$ cat src/rtl/rpsc_interlock_bank_pkg.sv
// rpsc_pkg: shared types and constants for the RPSC interlock bank.
package rpsc_pkg;

   // Bank sequencing state, also exported on o_state for debug.
   typedef enum logic [1:0] {
      ST_STARTUP = 2'd0,
      ST_ARMED   = 2'd1,
      ST_TRIPPED = 2'd2
   } rpsc_ilk_state_t;

   // Active levels of the lamp-test and fault-clear request inputs.
   localparam logic LAMP_TEST_ACTIVE = 1'b1;
   localparam logic CLR_ACTIVE       = 1'b1;

endpackage : rpsc_pkg

$ cat src/rtl/rpsc_interlock_bank_debounce.sv
// rpsc_debounce: one interlock channel -- synchroniser, polarity
// normalisation and debounce. Output db_o is 1 while the channel is in fault.
module rpsc_debounce #(
   parameter int unsigned SYNC_STAGES  = 2,
   parameter int unsigned DEBOUNCE_CYC = 8,
   parameter logic        FAULT_POL    = 1'b0
) (
   input  logic clk,
   input  logic reset,
   input  logic raw_i,
   output logic db_o
);

   localparam int unsigned CNT_W = $clog2(DEBOUNCE_CYC + 1);

   logic [SYNC_STAGES-1:0] sync_q;
   logic                   flt_n;
   logic                   db_q, db_d;
   logic [CNT_W-1:0]       cnt_q, cnt_d;

   // Synchroniser chain; it resets to the channel's idle input level so a
   // freshly reset channel reads healthy whatever its polarity.
   always_ff @(posedge clk or posedge reset) begin
      if (reset) sync_q <= {SYNC_STAGES{FAULT_POL}};
      else       sync_q <= {sync_q[SYNC_STAGES-2:0], raw_i};
   end

   assign flt_n = sync_q[SYNC_STAGES-1] ^ FAULT_POL;

   // Count consecutive disagreeing cycles; commit the new level on the last one.
   always_comb begin
      db_d  = db_q;
      cnt_d = '0;
      if (flt_n != db_q) begin
         if (cnt_q == CNT_W'(DEBOUNCE_CYC - 1)) db_d  = flt_n;
         else                                   cnt_d = cnt_q + 1'b1;
      end
   end

   // Debounced level and run counter.
   always_ff @(posedge clk or posedge reset) begin
      if (reset) begin
         db_q  <= 1'b0;
         cnt_q <= '0;
      end else begin
         db_q  <= db_d;
         cnt_q <= cnt_d;
      end
   end

   assign db_o = db_q;

endmodule : rpsc_debounce

$ cat src/rtl/rpsc_interlock_bank.sv
// rpsc_interlock_bank: N-channel interlock front end -- per-channel debounce,
// fault latches, first-fault capture, bank permit FSM, trip counter, lamps.
// Optional feature macro: RPSC_FIRST_FAULT_BLINK_EN (blink the first-fault lamp).
module rpsc_interlock_bank
   import rpsc_pkg::*;
#(
   parameter int unsigned     N_CH         = 16,
   parameter int unsigned     SYNC_STAGES  = 2,
   parameter int unsigned     DEBOUNCE_CYC = 8,
   parameter logic [N_CH-1:0] FAULT_POL    = '0,
   parameter int unsigned     CNT_W        = 8,
   parameter int unsigned     BLINK_DIV    = 25000
) (
   input  logic                    clk,
   input  logic                    reset,
   input  logic [N_CH-1:0]         i_raw,
   input  logic [N_CH-1:0]         i_mask,
   input  logic                    i_clr,
   input  logic                    i_la_test,
   output logic [N_CH-1:0]         o_la,
   output logic                    o_permit,
   output logic                    o_ff_valid,
   output logic [$clog2(N_CH)-1:0] o_ff_idx,
   output logic [CNT_W-1:0]        o_trip_count,
   output logic                    o_clr_reject,
   output logic [1:0]              o_state
);

   localparam int unsigned IDX_W       = $clog2(N_CH);
   localparam int unsigned STARTUP_CYC = SYNC_STAGES + DEBOUNCE_CYC;
   localparam int unsigned SU_W        = $clog2(STARTUP_CYC + 1);

   rpsc_ilk_state_t  state_q, state_d;
   logic [N_CH-1:0]  db, act;
   logic             any_act;
   logic [IDX_W-1:0] first_idx;
   logic [N_CH-1:0]  latched_q, latched_d;
   logic             ff_valid_q, ff_valid_d;
   logic [IDX_W-1:0] ff_idx_q, ff_idx_d;
   logic [CNT_W-1:0] trip_cnt_q, trip_cnt_d;
   logic [SU_W-1:0]  su_cnt_q, su_cnt_d;
   logic [N_CH-1:0]  la_q, la_d;
   logic             clr_rej_q;
   logic             capture, trip_evt, clr_ok, clr_rej;

   for (genvar gi = 0; gi < N_CH; gi++) begin : g_ch
      rpsc_debounce #(
         .SYNC_STAGES  (SYNC_STAGES),
         .DEBOUNCE_CYC (DEBOUNCE_CYC),
         .FAULT_POL    (FAULT_POL[gi])
      ) u_debounce (
         .clk   (clk),
         .reset (reset),
         .raw_i (i_raw[gi]),
         .db_o  (db[gi])
      );
   end

   assign act     = db & ~i_mask;
   assign any_act = |act;

   // Priority encoder: lowest-numbered active channel wins.
   always_comb begin
      first_idx = '0;
      for (int i = N_CH - 1; i >= 0; i--) begin
         if (act[i]) first_idx = IDX_W'(i);
      end
   end

   // FSM state register.
   always_ff @(posedge clk or posedge reset) begin
      if (reset) state_q <= ST_STARTUP;
      else       state_q <= state_d;
   end

   // FSM next state; STARTUP waits until a fault present at release could be debounced.
   always_comb begin
      state_d = state_q;
      unique case (state_q)
         ST_STARTUP: if (su_cnt_q == SU_W'(STARTUP_CYC)) state_d = any_act ? ST_TRIPPED : ST_ARMED;
         ST_ARMED:   if (any_act) state_d = ST_TRIPPED;
         ST_TRIPPED: if ((i_clr == CLR_ACTIVE) && !any_act) state_d = ST_ARMED;
         default:    state_d = ST_STARTUP;
      endcase
   end

   // FSM outputs.
   always_comb begin
      o_permit = (state_q == ST_ARMED);
      o_state  = state_q;
   end

   // A trip straight out of STARTUP records the first fault but is not an
   // ARMED->TRIPPED transition, so only trip_evt advances the counter.
   assign trip_evt = (state_q == ST_ARMED) && any_act;
   assign capture  = trip_evt || ((state_q == ST_STARTUP) && (state_d == ST_TRIPPED));
   assign clr_ok   = (state_q == ST_TRIPPED) && (i_clr == CLR_ACTIVE) && !any_act;
   assign clr_rej  = (state_q == ST_TRIPPED) && (i_clr == CLR_ACTIVE) && any_act;

   // Next values of latches, first-fault record, trip and startup counters.
   always_comb begin
      latched_d  = latched_q | act;
      ff_valid_d = ff_valid_q;
      ff_idx_d   = ff_idx_q;
      trip_cnt_d = trip_cnt_q;
      su_cnt_d   = su_cnt_q;
      if ((state_q == ST_STARTUP) && (su_cnt_q != SU_W'(STARTUP_CYC))) su_cnt_d = su_cnt_q + 1'b1;
      if (capture) begin
         ff_valid_d = 1'b1;
         ff_idx_d   = first_idx;
      end
      if (trip_evt && (trip_cnt_q != '1)) trip_cnt_d = trip_cnt_q + 1'b1;
      if (clr_ok) begin
         latched_d  = '0;
         ff_valid_d = 1'b0;
         ff_idx_d   = '0;
      end
   end

`ifdef RPSC_FIRST_FAULT_BLINK_EN
   localparam int unsigned BL_W = (BLINK_DIV > 1) ? $clog2(BLINK_DIV) : 1;
   logic [BL_W-1:0] blink_cnt_q;
   logic            blink_on_q;

   // Blink timebase; restarts lit on every first-fault capture.
   always_ff @(posedge clk or posedge reset) begin
      if (reset) begin
         blink_cnt_q <= '0;
         blink_on_q  <= 1'b1;
      end else if (capture) begin
         blink_cnt_q <= '0;
         blink_on_q  <= 1'b1;
      end else if (blink_cnt_q == BL_W'(BLINK_DIV - 1)) begin
         blink_cnt_q <= '0;
         blink_on_q  <= ~blink_on_q;
      end else begin
         blink_cnt_q <= blink_cnt_q + 1'b1;
      end
   end
`endif

   // Lamp pattern: latched faults plus live debounced state; lamp test overrides all.
   always_comb begin
      la_d = latched_d | db;
`ifdef RPSC_FIRST_FAULT_BLINK_EN
      if (ff_valid_q) la_d[ff_idx_q] = blink_on_q;
`endif
      if (i_la_test == LAMP_TEST_ACTIVE) la_d = '1;
   end

   // Bank registers.
   always_ff @(posedge clk or posedge reset) begin
      if (reset) begin
         latched_q  <= '0;
         ff_valid_q <= 1'b0;
         ff_idx_q   <= '0;
         trip_cnt_q <= '0;
         su_cnt_q   <= '0;
         la_q       <= '0;
         clr_rej_q  <= 1'b0;
      end else begin
         latched_q  <= latched_d;
         ff_valid_q <= ff_valid_d;
         ff_idx_q   <= ff_idx_d;
         trip_cnt_q <= trip_cnt_d;
         su_cnt_q   <= su_cnt_d;
         la_q       <= la_d;
         clr_rej_q  <= clr_rej;
      end
   end

   assign o_la         = la_q;
   assign o_ff_valid   = ff_valid_q;
   assign o_ff_idx     = ff_idx_q;
   assign o_trip_count = trip_cnt_q;
   assign o_clr_reject = clr_rej_q;

endmodule : rpsc_interlock_bank

$ cat config.mk
export PLATFORM = sky130hd
export DESIGN_NAME = rpsc_interlock_bank
export DESIGN_NICKNAME = d
export VERILOG_FILES = /design/src/rtl/rpsc_interlock_bank_pkg.sv /design/src/rtl/rpsc_interlock_bank_debounce.sv /design/src/rtl/rpsc_interlock_bank.sv
export SDC_FILE = /design/constraint.sdc
export NUM_CORES = 1
export LEC_CHECK = 0
export ABC_AREA = 1
export CAP_MARGIN = 25
export CORE_MARGIN = 2
export CORE_UTILIZATION = 55
export CTS_CLUSTER_DIAMETER = 60
export CTS_CLUSTER_SIZE = 14
export DETAILED_ROUTE_END_ITERATION = 12
export HOLD_SLACK_MARGIN = 0.06
export PLACE_DENSITY = 0.78
export SETUP_SLACK_MARGIN = 0.4
export SLEW_MARGIN = 10
export SYNTH_ARGS = -nofsm -noshare
export SYNTH_HDL_FRONTEND = slang
export SYNTH_SLANG_ARGS = --single-unit
$ cat constraint.sdc
create_clock -name clk -period 6.31 [get_ports clk]
set_input_delay 1.262 -clock clk [delete_from_list [all_inputs] [get_ports clk]]
set_output_delay 1.262 -clock clk [all_outputs]
set_load 0.05 [all_outputs]
==> results.md <==
* EDFF count, synth at 0
* Tmin final at 3310 ps
* Final antenna diode count at 0
* Period Utilization, post-route at 52.5%
* Vias in the first global route at 4518
* Worst-skew pair later-pin latency at 420 ps
* WP depth at 2
* Synth unique cells at 35
* Slowest CP cell: clkdlybuf4s50_1
* Post-route insts no fill at 831
* NetSw at 1360 uW
* Status: finished clean
* Pwr dens at 476 nW/um2
* # DRC at 0
* Worst rel slew slack at 56.3%
* Final antenna-violating net count at 0
* DPL Wire Length at 7.99 mm
* RD Place Congestion at 0.878
* I/O pin count at 69
* Post-Route WL at 11.6 mm
* Path category of the worst min-delay check: register to register
* Worst-path clk slew at 60 ps
* RR Startpoint: g_ch[8].u_debounce.db_o$_DFFE_PP0P_
* R2r setup slk at 4430 ps
* Reg2reg end: o_la[1]$_DFF_PP0_
* RSZ-0062 raised after global routing: no
* CP delay by family, top: buffers and inverters
* FP Rows at 39
* Syn Inst Count at 588
* Crit path cell chain: nor2_1, clkdlybuf4s50_1
* Most common cell in the netlist: dfrtp_1
* Layout area overhead at 23.5%
* Critical Path RT at 5050 ps
* TritonCTS Buffers at 17
* Seq cells post-synth at 164
* Inst Count DP at 798
* Net switching share of the total power at 35.7%
* Max Cap Viol at 0
* Buf+Inv Stages, Crit Path at 1
* Max clock buf depth at 2
* Leak at 0.00395 uW
* Root buf cell: clkbuf_16
* WL/cell at 14.0 um
* Synth Area per Inst at 11.0 um2
* Critical path capture point: o_permit
* Crit-path max FO at 6
* Initial core utilization at 56.6%
* Grt ovf at 0
* Async set-reset flop share out of synthesis at 100%
* Max incr delay on CP at 880 ps
* Int Pwr at 2450 uW
* Peak supply drop at 337 uV
* 1st-iter DRT viols at 241
* Hold path cells at 0
* Top-area cell type share of the netlist area at 63.3%
* Post-CTS Hold Buffers at 0
* Vias/cell at 5.02
* Synth area leaders: dfrtp_1 63%, nand2_1 5.4%, xor2_1 4.5%, nor2_1 3.8%, ha_1 3.7%
* Syn Std Cell Area at 6480 um2
* First-pass GRT wire length at 20.5 mm
* # H-tree levels at 4
* Largest area contributor in the netlist: dfrtp_1
* Worst Path Arrival at 2050 ps
* Clk pwr share at 28.8%
* Final setup viols at 0
* F_max at 0.302 GHz
* Post-synth top cells: 164 x dfrtp_1, 94 x nand2_1, 65 x nor2_1, 56 x inv_1, 34 x a21oi_1
* Setup crit start kind: register
* Sequential Power Share at 41.0%
* Slew Limit Fails at 0
* Final Hold Vio Count at 0
* Core ar. at 11500 um2
* Critical path type: register to output pin
* PortBufs at 68
* Syn_nets at 643
* CP startpoint: o_state[1]$_DFF_PP0_
* Setup tns final at 0 ps
* FF-to-FF path depth at 10
* Gr usage total at 20.5%
* YS warnings at 0
* Layout Nets at 730
* CTS Sinks at 164
* Post-cts gate resize count at 0
* Combinational Power Share at 30.2%
* Die area at 12700 um2
* Initial antenna violation count at 0
* CTS tree: done
* Seq/Total Area, Yosys at 63.3%
* Fraction of layout cells with a size suffix above 1 at 12.1%
* Via count at 4172
* Clock Skew at 7.65 ps
* Primary FF master, synth: dfrtp_1
* Die height at 113 um
* Setup Fix Bufs, Post-CTS at 0
* Largest net degree at the start of global routing at 120
* Die X at 113 um
* Nature of the critical path endpoint: output pin
* Pre-Repair DR Iteration Count at 4
* Worst-margin pin slew at 654 ps
layout make-up:
cell class,count,area [um2]
Multi-Input combinational cell,362,2140
Sequential cell,164,4100
Inverter,60,230
Fill cell,787,3460
Timing Repair Buffer,70,716
Clock inverter,14,201
Tap cell,143,179
Clock buffer,18,439
metrics by stage:
stage	utilization (%)	setup slack, ps	power [uW]	instance area (um2)	hold slack (ps)
after floorplan	-	615	2370	6480	331
after global placement	64.0	3160	2660	7340	332
after detailed placement	64.0	3120	2720	7340	335
after CTS	69.6	3000	3840	7980	346
after global routing	69.9	2940	4060	8010	354
final	69.9	3000	3820	8010	347
worst reg2reg max path: cells and delay by family, from the launching register on:
kind | cells | cell delay (ps)
AOI/OAI and AO/OA | 1 | 120
DFF | 1 | 430
buffers and inverters | 1 | 80
and+or+nand+nor | 8 | 1130
metal layers:
metal / track usage [%] / vias up / routed length [um]
met5: 0 / - / 0
met4: 8.21 / 0 / 198
met3: 5.83 / 17 / 373
met2: 34.8 / 61 / 6120
met1: 25.0 / 2048 / 4950
li1: - / 2046 / -
power by group through the flow:
stage	sequential [uW]	clock (uW)	combinational, uW
5_1_grt	1600	1160	1290
2_1_floorplan	1760	0	613
3_3_place_gp	1560	0	1100
3_5_place_dp	1580	0	1150
6_report	1570	1100	1150
4_1_cts	1570	1110	1160
worst min-delay path by stage:
stage                                             from  slack [ps]                                       to
2_1_floorplan   g_ch[0].u_debounce.sync_q[0]$_DFF_PP0_         330   g_ch[0].u_debounce.sync_q[1]$_DFF_PP0_
6_report       g_ch[13].u_debounce.sync_q[0]$_DFF_PP0_         350  g_ch[13].u_debounce.sync_q[1]$_DFF_PP0_
3_5_place_dp   g_ch[13].u_debounce.sync_q[0]$_DFF_PP0_         330  g_ch[13].u_debounce.sync_q[1]$_DFF_PP0_
5_1_grt        g_ch[13].u_debounce.sync_q[0]$_DFF_PP0_         350  g_ch[13].u_debounce.sync_q[1]$_DFF_PP0_
3_3_place_gp    g_ch[2].u_debounce.sync_q[0]$_DFF_PP0_         330   g_ch[2].u_debounce.sync_q[1]$_DFF_PP0_
4_1_cts        g_ch[13].u_debounce.sync_q[0]$_DFF_PP0_         350  g_ch[13].u_debounce.sync_q[1]$_DFF_PP0_
registers in the layout (all words and copies together), names as in the netlist, 4 cells and up:
register and count:
g_ch.u_debounce.sync_q 32, o_ff_idx 4, latched_q 16, g_ch.u_debounce.cnt_q 64, g_ch.u_debounce.db_o 16, su_cnt_q 4
o_trip_count 8, o_la 16
cell families (layout without fill, tap and decap cells):
group	count (synthesis)	after routing	synth area share, %
mux	15	15	2.60
simple gates	229	229	16.2
flops	164	164	63.3
buf+inv	62	162	3.70
compound gates	58	58	4.86
fa+ha+maj	19	19	3.67
xor+xnor	41	41	5.65
placed cells by master (no fill, tap or decap), types with 3 or more instances in the layout:
master,Yosys,final
a21oi_1,34,34
and2_1,13,13
bufinv_16,0,4
clkbuf_16,0,17
clkdlybuf4s50_1,0,68
clkinv_4,0,3
clkinvlp_4,0,5
dfrtp_1,164,164
ha_1,19,19
inv_1,56,55
inv_2,4,4
inv_6,0,3
mux2_2,15,15
nand2_1,94,94
nand3_1,24,24
nor2_1,65,65
nor2_2,3,3
nor2_4,3,3
nor3_1,3,3
o21ai_0,16,16
or2_2,14,14
xnor2_1,7,7
xor2_1,33,33
Power figures use the tool's default switching activity.
